## src/rtl/value_sampler_pkg.sv

```systemverilog
// value_sampler_pkg: shared types and constants for the value_sampler block.
// Holds the serialiser state encoding, the beat-count helper and the
// drop-counter width used by the top level.
package value_sampler_pkg;

  localparam int DROP_CNT_W = 8;

  typedef enum logic [1:0] {
    IDLE = 2'd0,
    LOAD = 2'd1,
    SEND = 2'd2
  } state_t;

  // Number of CHUNK-wide beats needed to carry a DATA-wide value.
  function automatic int num_chunks(input int data_width, input int chunk_width);
    return (data_width + chunk_width - 1) / chunk_width;
  endfunction

endpackage

```

## src/rtl/value_sampler_fifo.sv

```systemverilog
// value_sampler_fifo: small synchronous FIFO with a combinational head read.
// The head is visible as soon as an entry is written so the serialiser can
// load it in the same cycle it pops. Push while full is only legal when a pop
// happens in the same cycle; the caller guarantees that.
module value_sampler_fifo #(
  parameter int WIDTH = 8,
  parameter int DEPTH = 4
) (
  input  logic                   clock,
  input  logic                   reset,
  input  logic                   push,
  input  logic [WIDTH-1:0]       push_data,
  input  logic                   pop,
  output logic [WIDTH-1:0]       head,
  output logic                   full,
  output logic                   empty,
  output logic [$clog2(DEPTH):0] level
);

  localparam int AW = $clog2(DEPTH);
  localparam int LW = AW + 1;

  logic [WIDTH-1:0] mem [DEPTH];
  logic [AW-1:0]    wr_ptr_reg;
  logic [AW-1:0]    rd_ptr_reg;
  logic [LW-1:0]    count_reg;

  // Storage array: no reset so it can map onto distributed RAM.
  always_ff @(posedge clock) begin
    if (push) begin
      mem[wr_ptr_reg] <= push_data;
    end
  end

  // Pointer and occupancy bookkeeping; pointers wrap naturally (DEPTH is 2^n).
  always_ff @(posedge clock or negedge reset) begin
    if (!reset) begin
      wr_ptr_reg <= '0;
      rd_ptr_reg <= '0;
      count_reg  <= '0;
    end else begin
      if (push) begin
        wr_ptr_reg <= wr_ptr_reg + AW'(1);
      end
      if (pop) begin
        rd_ptr_reg <= rd_ptr_reg + AW'(1);
      end
      case ({push, pop})
        2'b10:   count_reg <= count_reg + LW'(1);
        2'b01:   count_reg <= count_reg - LW'(1);
        default: count_reg <= count_reg;
      endcase
    end
  end

  assign head  = mem[rd_ptr_reg];
  assign full  = (count_reg == LW'(DEPTH));
  assign empty = (count_reg == '0);
  assign level = count_reg;

endmodule

```

## src/rtl/value_sampler.sv

```systemverilog
// value_sampler: captures a wide value whenever it changes while sampling is
// enabled, buffers captures in a FIFO and streams each one out LSB-first as
// CHUNK_WIDTH-bit beats on a valid/ready interface.
// Optional build macro VALUE_SAMPLER_TIMESTAMP_EN: stores a free-running cycle
// count with every capture and emits it as an extra leading beat.
module value_sampler
  import value_sampler_pkg::*;
#(
  parameter int DATA_WIDTH  = 129,
  parameter int CHUNK_WIDTH = 32,
  parameter int DEPTH       = 4
) (
  input  logic                   clock,
  input  logic                   reset,
  input  logic [DATA_WIDTH-1:0]  i_value,
  input  logic                   i_sample_en,
  output logic                   o_valid,
  input  logic                   i_ready,
  output logic [CHUNK_WIDTH-1:0] o_data,
  output logic [2:0]             o_idx,
  output logic                   o_last,
  output logic [$clog2(DEPTH):0] o_level,
  output logic [DROP_CNT_W-1:0]  o_drop_cnt
);

  localparam int NUM_CHUNKS = num_chunks(DATA_WIDTH, CHUNK_WIDTH);
`ifdef VALUE_SAMPLER_TIMESTAMP_EN
  localparam int NUM_BEATS  = NUM_CHUNKS + 1;
  localparam int ENTRY_W    = DATA_WIDTH + CHUNK_WIDTH;
`else
  localparam int NUM_BEATS  = NUM_CHUNKS;
  localparam int ENTRY_W    = DATA_WIDTH;
`endif
  localparam int         SREG_W   = NUM_BEATS * CHUNK_WIDTH;
  localparam logic [2:0] LAST_IDX = 3'(NUM_BEATS - 1);

  logic [DATA_WIDTH-1:0] prev_reg;
  logic                  have_prev_reg;
  logic                  capture;
  logic                  fifo_push;
  logic                  fifo_pop;
  logic                  fifo_full;
  logic                  fifo_empty;
  logic [ENTRY_W-1:0]    push_entry;
  logic [ENTRY_W-1:0]    fifo_head;
  logic [DROP_CNT_W-1:0] drop_cnt_reg;
  state_t                state_reg;
  state_t                state_next;
  logic [SREG_W-1:0]     sreg_reg;
  logic [2:0]            idx_reg;
  logic                  valid_reg;
  logic                  handshake;
  logic                  load_beat;
  logic                  shift_beat;
  logic                  finish;

  // A capture is the first enabled sample after reset, or any enabled change.
  assign capture = i_sample_en && (!have_prev_reg || (i_value != prev_reg));

  // Track the last captured value, even when the capture itself is dropped.
  always_ff @(posedge clock or negedge reset) begin
    if (!reset) begin
      prev_reg      <= '0;
      have_prev_reg <= 1'b0;
    end else if (capture) begin
      prev_reg      <= i_value;
      have_prev_reg <= 1'b1;
    end
  end

`ifdef VALUE_SAMPLER_TIMESTAMP_EN
  logic [CHUNK_WIDTH-1:0] ts_reg;

  // Free-running cycle counter; its value at the capture edge tags the entry.
  always_ff @(posedge clock or negedge reset) begin
    if (!reset) begin
      ts_reg <= '0;
    end else begin
      ts_reg <= ts_reg + CHUNK_WIDTH'(1);
    end
  end

  // Timestamp in the low chunk so it leaves first.
  assign push_entry = {i_value, ts_reg};
`else
  assign push_entry = i_value;
`endif

  // A full FIFO still accepts a push when the serialiser pops the same cycle.
  assign fifo_push = capture && (!fifo_full || fifo_pop);

  value_sampler_fifo #(
    .WIDTH (ENTRY_W),
    .DEPTH (DEPTH)
  ) u_fifo (
    .clock     (clock),
    .reset     (reset),
    .push      (fifo_push),
    .push_data (push_entry),
    .pop       (fifo_pop),
    .head      (fifo_head),
    .full      (fifo_full),
    .empty     (fifo_empty),
    .level     (o_level)
  );

  // Saturating count of captures lost because the FIFO had no room.
  always_ff @(posedge clock or negedge reset) begin
    if (!reset) begin
      drop_cnt_reg <= '0;
    end else if (capture && fifo_full && !fifo_pop && (drop_cnt_reg != '1)) begin
      drop_cnt_reg <= drop_cnt_reg + DROP_CNT_W'(1);
    end
  end

  // Serialiser state register.
  always_ff @(posedge clock or negedge reset) begin
    if (!reset) begin
      state_reg <= IDLE;
    end else begin
      state_reg <= state_next;
    end
  end

  assign handshake = valid_reg && i_ready;

  // Next-state and beat control; the final beat reloads directly when more data waits.
  always_comb begin
    state_next = state_reg;
    fifo_pop   = 1'b0;
    load_beat  = 1'b0;
    shift_beat = 1'b0;
    finish     = 1'b0;
    case (state_reg)
      IDLE: begin
        if (!fifo_empty) begin
          state_next = LOAD;
        end
      end
      LOAD: begin
        fifo_pop   = 1'b1;
        load_beat  = 1'b1;
        state_next = SEND;
      end
      SEND: begin
        if (handshake) begin
          if (o_last) begin
            if (!fifo_empty) begin
              fifo_pop  = 1'b1;
              load_beat = 1'b1;
            end else begin
              finish     = 1'b1;
              state_next = IDLE;
            end
          end else begin
            shift_beat = 1'b1;
          end
        end
      end
      default: state_next = IDLE;
    endcase
  end

  // Shift register, beat index and valid; everything holds while stalled.
  always_ff @(posedge clock or negedge reset) begin
    if (!reset) begin
      sreg_reg  <= '0;
      idx_reg   <= '0;
      valid_reg <= 1'b0;
    end else if (load_beat) begin
      sreg_reg  <= SREG_W'(fifo_head);
      idx_reg   <= '0;
      valid_reg <= 1'b1;
    end else if (shift_beat) begin
      sreg_reg  <= sreg_reg >> CHUNK_WIDTH;
      idx_reg   <= idx_reg + 3'd1;
    end else if (finish) begin
      sreg_reg  <= '0;
      idx_reg   <= '0;
      valid_reg <= 1'b0;
    end
  end

  assign o_valid    = valid_reg;
  assign o_data     = sreg_reg[CHUNK_WIDTH-1:0];
  assign o_idx      = idx_reg;
  assign o_last     = valid_reg && (idx_reg == LAST_IDX);
  assign o_drop_cnt = drop_cnt_reg;

endmodule

```

## config.mk

```make
export PLATFORM = sky130hd
export DESIGN_NAME = value_sampler
export DESIGN_NICKNAME = d
export VERILOG_FILES = /design/src/rtl/value_sampler_pkg.sv /design/src/rtl/value_sampler_fifo.sv /design/src/rtl/value_sampler.sv
export SDC_FILE = /design/constraint.sdc
export NUM_CORES = 1
export LEC_CHECK = 0
export BUFFER_PORTS_ARGS = -buffer_cell sky130_fd_sc_hd__buf_4
export CORE_ASPECT_RATIO = 0.8
export CORE_UTILIZATION = 50
export DETAILED_ROUTE_END_ITERATION = 8
export PLACE_DENSITY_LB_ADDON = 0.05
export SETUP_SLACK_MARGIN = 0.3
export SLEW_MARGIN = 10
export SYNTH_ARGS = -nofsm -noshare
export SYNTH_HDL_FRONTEND = slang
export SYNTH_HIERARCHICAL = 1
export SYNTH_SLANG_ARGS = --single-unit
```

## constraint.sdc

```tcl
create_clock -name clock -period 7.15 [get_ports clock]
set_clock_uncertainty 0.1 [all_clocks]
set_input_delay 0.715 -clock clock [delete_from_list [all_inputs] [get_ports clock]]
set_output_delay 0.715 -clock clock [all_outputs]
set_load 0.01 [all_outputs]
```

==> qor.yml, run 1 <==
grt_antenna_before_repair: 4
grt_use_met1_pct: 38.55
cts_root_buf: "clkbuf_16"
grt_start_max_net_pins: 91
layout_commonest_cell: "edfxtp_1"
htreeDepth: 3
setup_viol: 0
timing.fmax_ghz: 0.2015
fp.dieArea_mm2: 0.06512
synth_edf_count: 516
crit_path_end_kind: "flip-flop"
synth_seq_cells: 796
grt_use_met3_pct: 4.731
post_dp_cell_area_mm2: 0.03402
gp_congestion: 0.8565
remaining_drc_errors: 0
clk-insertion-delay-late_ns: 0.62
crit_path_start_kind: "flip-flop"
clockBufferDepth: 3
placed_cells: 2933
grt_pass1_wl_mm: 121.7
drtAntennaViolNets: 0
placementRows: 82
violations: "negative hold slack"
wire_per_inst_um: 26.62
cp_top_family: "simple AND/OR/NAND/NOR gates"
max_stage_delay_ns: 0.81
cts.sinks: 796
arrival_ns: 5.10
final_area_mm2: 0.03658
crit_path_start: "prev_reg[104]$_DFFE_PN0P_"
die_x_um: 285.1
layout-drive-gt1-share_pct: 20.94
post_synth.cell_area_avg_um2: 15.95
status: "finished with violations"
synth_area_mm2: 0.03205
synth_area_leaders: "edfxtp_1, dfrtp_1, mux4_2"
yosysSeqAreaShare_pct: 70.21
layoutNonFillerInstCount: 3076
vias: 17750
synth_warnings: 6
finalMaxSlewViolations: 0
cts_buffers: 78
tns_ns: 0
grt_pass1_vias: 17910
p_leak_nw: 13.53
synthArstFlopShare_pct: 35.18
grtUsageMet2_pct: 39.02
nets: 2319
hpwl_mm: 52.06
whs_ns: -0.02931
track_usage_pct: 25.70
ios: 181
hold_viol_final: 6
synth_cells: 2010
pwr_density_cell_mw_per_mm2: 400.8
post_cts_buffers: 0
die_y_um: 228.5
critPathRequiredTime_ns: 7.29
crit_chain: "xor2_1, nor4_1, nand4_1, nor4_1, nand4_1, nand2_4, a21oi_1, and2_4, buf_4"
grt-busiest-layer: "met2"
ys_types: 41
routed_via_density: 5.770
critPathSlowestCell: "and2_4"
hold_path_class: "in -> async"
worst_pin_slew_ns: 1.088
relSlewSlack_pct: 26.80
irDropWorstVdd_v: 0.0002660
finalCritPeriodShare_pct: 69.41
cts_resized: 0
final_cell_mix: "edfxtp_1, dfrtp_1, buf_4, nand2_1, mux4_2"
design_power_total_mw: 14.66
largest_reg_flops: 516
r2r-start: "prev_reg[104]$_DFFE_PN0P_"
grt.overflow.total: 0
ys.flop_type: "edfxtp_1"
period_minus_slack_ns: 4.963
drt-pass1-iter-count: 5
rsz0062_at_grt: "false"
area_growth_pct: 14.14
routed_wirelength_mm: 81.87
core-area_mm2: 0.06300
synth_top_cell_by_area: "edfxtp_1"
critPathKind: "reg -> reg"
cts_tree: "done"
drt-initial-drc-count: 1413
path_max_fanout: 49
crit_buf_inv: 1
ctsHoldBuffers: 0
synth_top_area_share_pct: 48.35
syn_nets: 2156
initial_utilization_pct: 50.88
clk_pin_slew_ns: 0.06
io_buffer_count: 180
max-cap-violations: 0
## where the power goes
part | internal [mW] | leakage, nW | total, mW | switching [mW]
Combinational | 1.60 | 4.27 | 3.91 | 2.31
Clock | 2.43 | 1.26 | 4.14 | 1.72
Sequential | 6.09 | 8.01 | 6.61 | 0.528
## path summary, 6_finish.rpt
| kind | cells after the start | slack, ns | endpoint |
|---|---|---|---|
| worst max-delay path | 9 | 2.19 | u_fifo/mem[2][29]$_DFFE_PP_ |
| worst min-delay path | 1 | -0.03 | o_drop_cnt[6]$_DFFE_PN0P_ |
| worst max register to register | 9 | 2.19 | u_fifo/mem[2][29]$_DFFE_PP_ |
| worst min register to register | 1 | 0.38 | have_prev_reg$_DFFE_PN0P_ |
| max in group asynchronous | 2 | 5.37 | sreg_reg[81]$_DFFE_PN0P_ |
| min in group clock | 1 | 0.23 | u_fifo/mem[3][90]$_DFFE_PP_ |
## cell usage after synthesis, drive strengths merged (47+ instances only)
master	instances
a21oi	99
o21ai	106
clkbuf	47
mux2	126
edfxtp	516
buf	80
xor2	66
dfrtp	280
inv	57
nand2	177
nor2	102
mux4	129
## stage by stage
stage	utilization (%)	hold slack (ns)	setup slack [ns]
6_report	58.07	-0.02931	2.187
5_1_grt	58.07	0.03716	2.055
4_1_cts	58.07	0.03891	2.137
3_5_place_dp	54.00	0.3682	1.707
3_3_place_gp	54.00	0.3608	1.873
2_1_floorplan	-	0.3194	1.395
## per-layer routing
metal	vias to the layer above	wire length (um)
met5	-	28
met4	4	1711
met3	99	5254
met2	512	37770
met1	9340	37100
li1	7792	-
## area by class of cell
cell class,count,area [um^2]
Antenna cell,1,2.502
Clock buffer,106,2181
Clock inverter,36,379.1
Fill cell,5004,26410
Inverter,57,214.0
Multi-Input combinational cell,1030,8650
Sequential cell,796,22510
Tap cell,840,1051
Timing Repair Buffer,210,1597
## logic make-up after synthesis
logic type	synth area share, %
AOI/OAI and AO/OA	4.201
xor gates and xnor gates	2.378
DFF	70.21
buffers and inverters	2.990
adders and majority gates	0.5309
muxes	13.68
and+or+nand+nor	6.012
## worst reg2reg max path, cell delays in order (launching register included)
cell and delay (ns):
dfrtp_1 0.39, xor2_1 0.60, nor4_1 0.26, nand4_1 0.15, nor4_1 0.06, nand4_1 0.32
nand2_4 0.33, a21oi_1 0.68, and2_4 0.81, buf_4 0.83
No activity file was read; power rests on OpenSTA's default activity.
==> inputs of run 2 (changes only) <==
ABC_AREA = 1   (was default)
clock period = 4.05 ns   (was 7.15 ns; I/O delays follow)
==> run 2 against run 1 <==
  * The flow now finishes without violations
  * Count of clock-buffer cells in the layout is 13 higher
  * Critical path depth increased by 11
  * First-iteration DRC count grew 14%
  * Sequential share of layout area decreased by 6.6 points
  * Via count up 30%
  * Clock power increased by 89%
  * Register-to-register slack lost 1.4 ns
  * Hold slack gained 0.072 ns
  * Sequential power rose by 72%
  * Global-route usage decreased by 0.69 points
  * Core utilization up 1.5 points
  * Critical endpoint is now u_fifo/level[2]$_DFFE_PN0P_
==> qor.yml, run 2 <==
status: "finished, final reports clean"  # was finished with violations
cts_root_buf: "clkbuf_16"  # unchanged
synthArstFlopShare_pct: 35.18  # unchanged
hold_path_class: "in -> reg"  # was in -> async
grt_start_max_net_pins: 213  # was 91
area_growth_pct: 17.95  # was 14.14%
ys.flop_type: "edfxtp_1"  # unchanged
synth_edf_count: 516  # unchanged
die_y_um: 237.8  # was 228.5 um
p_int_mw: 18.20  # was 10.11 mW
setup_viol: 0  # unchanged
finalMaxSlewViolations: 0  # unchanged
p_leak_nw: 17.64  # was 13.53 nW
worst_pin_slew_ns: 1.146  # was 1.088 ns
synth_warnings: 6  # unchanged
ys_types: 33  # was 41
synth_seq_cells: 796  # unchanged
initial_utilization_pct: 50.54  # was 50.88%
final_util_pct: 59.61  # was 58.07%
yosys.cell_count.top_type: "nand2_1"  # was edfxtp_1
synth_cells: 3232  # was 2010
clk_pin_slew_ns: 0.06  # about the same
path_max_fanout: 8  # was 49
p_sw_share_pct: 35.51  # was 31.04%
synth_top_cell_by_area: "edfxtp_1"  # unchanged
cts_buffers: 81  # was 78
io_buffer_count: 180  # unchanged
htreeDepth: 3  # unchanged
layout-drive-gt1-share_pct: 13.96  # was 20.94%
arrival_ns: 3.75  # was 5.10 ns
drtAntennaViolNets: 0  # unchanged
synth_area_leaders: "edfxtp_1, dfrtp_1, nand2_1"  # was edfxtp_1, dfrtp_1, mux4_2
clockBufferDepth: 3  # unchanged
drt-pass1-iter-count: 5  # unchanged
grt_antenna_before_repair: 1  # was 4
grt_pass1_wl_mm: 133.7  # was 121.7 mm
r2r_slack_ns: 0.83  # was 2.19 ns
yosysSeqAreaShare_pct: 64.75  # was 70.21%
clk-insertion-delay-late_ns: 0.63  # was 0.62 ns
vias: 23090  # was 17750
finalCritPeriodShare_pct: 82.54
cts_tree: "done"  # unchanged
nFillCells: 5589  # was 5004
grt_pass1_vias: 22170  # was 17910
track_usage_pct: 25.02  # was 25.70%
placementRows: 86  # was 82
crit_path_start_kind: "input port"  # was flip-flop
synth_common_cells: "nand2_1, inv_1, edfxtp_1"  # was edfxtp_1, dfrtp_1, nand2_1
die_x_um: 296.8  # was 285.1 um
routed_via_density: 5.162  # was 5.770
irDropWorstVdd_v: 0.0006554  # was 0.0002660 V
timing.fmax_ghz: 0.2992
pwr-share-clk_pct: 27.8  # was 28.3%
hpwl_mm: 55.07  # was 52.06 mm
hold_viol_final: 0  # was 6
p_sw_mw: 10.02  # was 4.552 mW
final_cell_mix: "nand2_1, inv_1, edfxtp_1, dfrtp_1, buf_4"  # was edfxtp_1, dfrtp_1, buf_4, nand2_1, mux4_2
crit_path_end_kind: "flip-flop"  # unchanged
cts_resized: 0  # unchanged
synth_area_mm2: 0.03475  # was 0.03205 mm^2
critPathKind: "in -> reg"  # was reg -> reg
ios: 181  # unchanged
combPwrFrac_pct: 31.7  # was 26.6%
gp_congestion: 0.8233  # was 0.8565
grt.overflow.total: 0  # unchanged
critPathRequiredTime_ns: 4.46  # was 7.29 ns
wire_per_inst_um: 19.52  # was 26.62 um
pre_cts_slack_ns: 0.6704  # was 1.707 ns
drt-initial-drc-count: 1607  # was 1413
nets: 3624  # was 2319
routed_wirelength_mm: 87.31  # was 81.87 mm
max-cap-violations: 0  # unchanged
fin_ws_ns: 0.7073  # was 2.187 ns
layout_commonest_cell: "nand2_1"  # was edfxtp_1
largest_reg_flops: 516  # unchanged
post_synth.cell_area_avg_um2: 10.75  # was 15.95 um^2
tns_ns: 0  # unchanged
relSlewSlack_pct: 23.58  # was 26.80%
syn_nets: 3378  # was 2156
post_cts_buffers: 0  # unchanged
core-area_mm2: 0.06876  # was 0.06300 mm^2
period_minus_slack_ns: 3.343
rsz0062_at_grt: "false"  # unchanged
pwr-share-seq_pct: 40.5  # was 45.1%
remaining_drc_errors: 0  # unchanged
cts.sinks: 796  # unchanged
pwr_density_cell_mw_per_mm2: 688.6  # was 400.8 mW/mm^2
fp.dieArea_mm2: 0.07057  # was 0.06512 mm^2
synth_top_area_share_pct: 44.59  # was 48.35%
## run 2: changes by cell type after synthesis, moves of 64 or more
cell      delta
nand2_1    +805
inv_1      +478
o211ai_1   +190
mux4_2     -129
mux2_1     -126
o211ai_2   +100
a21oi_1     -97
buf_2       +64
o221ai_1    +64
## run 2: critical path, stage by stage
cell and delay [ns]:
dlygate4sd3_1 0.54, buf_4 0.16, inv_1 0.08, nor2_1 0.05, nor3_1 0.27, nand3b_1 0.17
nor2_1 0.12, nand3_1 0.32, nor2_1 0.23, nand2_2 0.12, nand2_8 0.11, a21oi_2 0.10
inv_1 0.15, ha_1 0.17, inv_1 0.07, fa_1 0.38, nand2_1 0.10, nand3_1 0.09
nand2_1 0.07, nand2_1 0.05
## run 2: through the flow
stage	cell area [um^2]	instances	hold WS (ns)	total power [mW]
floorplan	34820	3232	0.009409	17.45
global placement	36840	4189	0.3437	20.29
detailed placement	36840	4189	0.3520	20.50
CTS	40980	4471	0.01589	28.47
global route	40980	4471	0.03135	29.73
finish	40990	4473	0.04223	28.22
## run 2: per-layer routing
layer / wire length (um) / vias to the layer above / GRT usage [%]
met4: 1865 / 0 / 6.547
met1: 41410 / 11350 / 37.14
met3: 3817 / 97 / 3.336
met2: 40220 / 476 / 38.87
met5: 0 / - / 0
li1: - / 11170 / -
## run 2: logic make-up after synthesis
kind of cell	synth area share, %
adders and majority gates	0.4896
buffers and inverters	9.058
and+or+nand+nor	13.00
DFF	64.75
xor gates and xnor gates	1.437
AOI/OAI and AO/OA	11.27
## run 2: worst paths after layout
| check | depth (start not counted) | from | endpoint |
|---|---|---|---|
| worst max-delay path | 20 | i_value[17] | u_fifo/level[2]$_DFFE_PN0P_ |
| worst min-delay path | 3 | i_sample_en | prev_reg[72]$_DFFE_PN0P_ |
| worst max register to register | 18 | prev_reg[26]$_DFFE_PN0P_ | u_fifo/level[2]$_DFFE_PN0P_ |
| worst min register to register | 2 | have_prev_reg$_DFFE_PN0P_ | have_prev_reg$_DFFE_PN0P_ |
| max in group asynchronous | 3 | reset | prev_reg[4]$_DFFE_PN0P_ |
| min in group asynchronous | 2 | reset | sreg_reg[7]$_DFFE_PN0P_ |
## run 2: cell type report
cell class              instances  area [um^2]  share of cell area, %
well taps                     924         1156                  2.821
inverters                     537         2053                  5.009
clock buffers                 119         2514                  6.132
diodes                          2        5.005                0.01221
flip-flops and latches        796        22510                  54.91
clock inverters                33        329.1                 0.8028
repair buffers                356         3256                  7.943
multi-input cells            1706         9168                  22.37
## run 2: timing repair
item,CTS,global route
hold buffers,130,0
setup endpoints to repair,0,0
hold endpoints to repair,725,0
## run 2: power by group through the flow
stage               clock network, mW  logic (mW)  registers, mW
floorplan                           0        6.13           11.3
global placement                    0        8.76           11.5
detailed placement                  0        8.91           11.6
CTS                              7.99        9.05           11.4
global route                     8.29        9.85           11.6
finish                           7.84        8.96           11.4
==> inputs of run 3 (changes only) <==
clock period = 3 ns   (was 4.05 ns; I/O delays follow)
==> run 3 against run 2 <==
  * The flow now finishes with violations (design-rule violations)
  * Worst setup slack lost 0.56 ns
  * Global-route usage is 0.66 points higher
  * Sequential power rose by 34%
  * Power increased by 36%
  * Via count rose by 2.0%
  * Die area stayed put
  * Critical path depth up 1
  * Core utilization is 1.6 points higher
  * Largest cell class unchanged
==> qor.yml, run 3 (synthesized netlist as in run 2, its figures left out) <==
status: "finished with violations"  # was finished, final reports clean
violations: "design-rule violations"
vias: 23550  # was 23090
multi_input_area_mm2: 0.009316  # was 0.009168 mm^2
drtAntennaViolNets: 0  # unchanged
critPathKind: "in -> reg"  # unchanged
gp_congestion: 0.8348  # was 0.8233
grt_antenna_before_repair: 1  # unchanged
max-cap-violations: 0  # unchanged
cts_root_buf: "clkbuf_16"  # unchanged
placementRows: 86  # unchanged
period_minus_slack_ns: 2.856
remaining_drc_errors: 1  # was 0
routed_wirelength_mm: 90.00  # was 87.31 mm
nFillCells: 5518  # was 5589
track_usage_pct: 25.67  # was 25.02%
setup_viol: 0  # unchanged
pwr_density_cell_mw_per_mm2: 909.9  # was 688.6 mW/mm^2
initial_utilization_pct: 50.54  # unchanged
timing.fmax_ghz: 0.3502
routed_via_density: 5.166  # was 5.162
arrival_ns: 3.26  # was 3.75 ns
regArea_mm2: 0.02251  # unchanged
drt-pass1-iter-count: 9  # was 5
worst_pin_slew_ns: 0.7777  # was 1.146 ns
fp.dieArea_mm2: 0.07057  # unchanged
design_power_total_mw: 38.32  # was 28.22 mW
die_x_um: 296.8  # unchanged
finalMaxSlewViolations: 0  # unchanged
relSlewSlack_pct: 48.15  # was 23.58%
cts.sinks: 796  # unchanged
grt_pass1_vias: 22590  # was 22170
clockBufferDepth: 3  # unchanged
crit_path_end_kind: "flip-flop"  # unchanged
min_from: "i_value[119]"  # was i_sample_en
crit_path_start_kind: "input port"  # unchanged
cts_tree: "done"  # unchanged
hold_viol_final: 0  # unchanged
layout_commonest_cell: "nand2_1"  # unchanged
p_leak_nw: 18.27  # was 17.64 nW
ios: 181  # unchanged
crit_path_start: "i_value[113]"  # was i_value[17]
htreeDepth: 3  # unchanged
r2r-start: "prev_reg[114]$_DFFE_PN0P_"  # was prev_reg[26]$_DFFE_PN0P_
hold_path_class: "in -> reg"  # unchanged
layoutNonFillerInstCount: 4559  # was 4473
final_area_mm2: 0.04211  # was 0.04099 mm^2
finalCritPeriodShare_pct: 95.19
path_max_fanout: 5  # was 8
drt-initial-drc-count: 1948  # was 1607
grt_start_max_net_pins: 145  # was 213
io_buffer_count: 180  # unchanged
tns_ns: 0  # unchanged
critPathRequiredTime_ns: 3.41  # was 4.46 ns
grt_pass1_wl_mm: 136.9  # was 133.7 mm
core-area_mm2: 0.06876  # unchanged
largest_reg_flops: 516  # unchanged
layout-drive-gt1-share_pct: 16.23  # was 13.96%
clk-insertion-delay-late_ns: 0.61  # was 0.63 ns
grt.overflow.total: 0  # unchanged
nets: 3714  # was 3624
placed_cells: 4252  # was 4189
final_cell_mix: "nand2_1, inv_1, edfxtp_1, dfrtp_1, buf_4"  # unchanged
final_util_pct: 61.24  # was 59.61%
area_growth_pct: 21.17  # was 17.95%
wire_per_inst_um: 19.74  # was 19.52 um
rsz0062_at_grt: "true"  # was false
die_y_um: 237.8  # unchanged
clk_pin_slew_ns: 0.06  # about the same
num_antenna_cells: 0  # was 2
hpwl_mm: 57.70  # was 55.07 mm
post_dp_cell_area_mm2: 0.03774  # was 0.03684 mm^2
cts_buffers: 80  # was 81
irDropWorstVdd_v: 0.0007637  # was 0.0006554 V
[run 3: cell types whose count changed in the layout (fill, tap and decap cells not counted), sizes merged, moves of 3 or more]
cell / before / now
clkinv: 22 / 16
bufinv: 6 / 2
clkinvlp: 7 / 4
dlymetal6s4s: 0 / 8
buf: 226 / 307
clkbuf: 119 / 128
[run 3: worst max-delay path, cell delays in order]
cell and delay, ns:
buf_4 0.09, dlygate4sd3_1 0.64, inv_1 0.07, nand2_1 0.08
nand4_1 0.11, nor2_2 0.15, nand2_1 0.16, nor2_1 0.17
nand2_2 0.13, nor2_4 0.21, nand2_4 0.10, nand2_8 0.07
a21oi_4 0.04, inv_2 0.09, ha_4 0.13, inv_2 0.04
fa_2 0.39, nand2_2 0.10, nand3_2 0.06, nand2_1 0.05
nand2_1 0.06
[run 3: per-stage QoR]
| stage | hold WS, ns | setup WS, ns |
|---|---|---|
| 2_1_floorplan | -0.09559 | -1.081 |
| 3_3_place_gp | 0.1881 | -0.3124 |
| 3_5_place_dp | 0.2005 | -0.2881 |
| 4_1_cts | 0.1199 | 0.1704 |
| 5_1_grt | 0.05635 | 0.07918 |
| 6_report | 0.05512 | 0.1444 |
[run 3: report_power, final]
part,total [mW],internal [mW],switching (mW)
registers,15.3,14.4,0.948
logic,13.1,4.53,8.59
clock network,9.89,5.77,4.12
[run 3: layout make-up]
cell class	instances	share of cell area (%)
flip-flops and latches	796	53.45
multi-input cells	1706	22.12
repair buffers	447	10.64
clock buffers	127	5.806
inverters	537	4.834
well taps	924	2.745
clock inverters	22	0.3981
[run 3: layer usage]
metal,up-vias,global-route usage [%],wire length [um]
li1,11350,-,-
met1,11490,38.60,42450
met2,609,39.25,40800
met3,109,3.437,4618
met4,0,6.814,2131
met5,-,0,0
[run 3: final timing paths]
check	endpoint	slack, ns	depth (start not counted)
hold / removal	u_fifo/mem[2][119]$_DFFE_PP_	0.06	2
setup / recovery	u_fifo/level[2]$_DFFE_PN0P_	0.14	21
hold reg to reg	have_prev_reg$_DFFE_PN0P_	0.36	2
min in group asynchronous	prev_reg[124]$_DFFE_PN0P_	0.14	2
setup reg to reg	u_fifo/level[2]$_DFFE_PN0P_	0.17	18
max in group asynchronous	sreg_reg[52]$_DFFE_PN0P_	1.89	3
[run 3: what timing repair did]
item / in CTS / in global routing
buffers inserted: 11 / 7
hold endpoints to repair: 705 / 20
resized for setup: 32 / 33
hold buffers: 135 / 8
pin swaps: 8 / 23
gates cloned: 0 / 1
setup endpoints to repair: 657 / 749
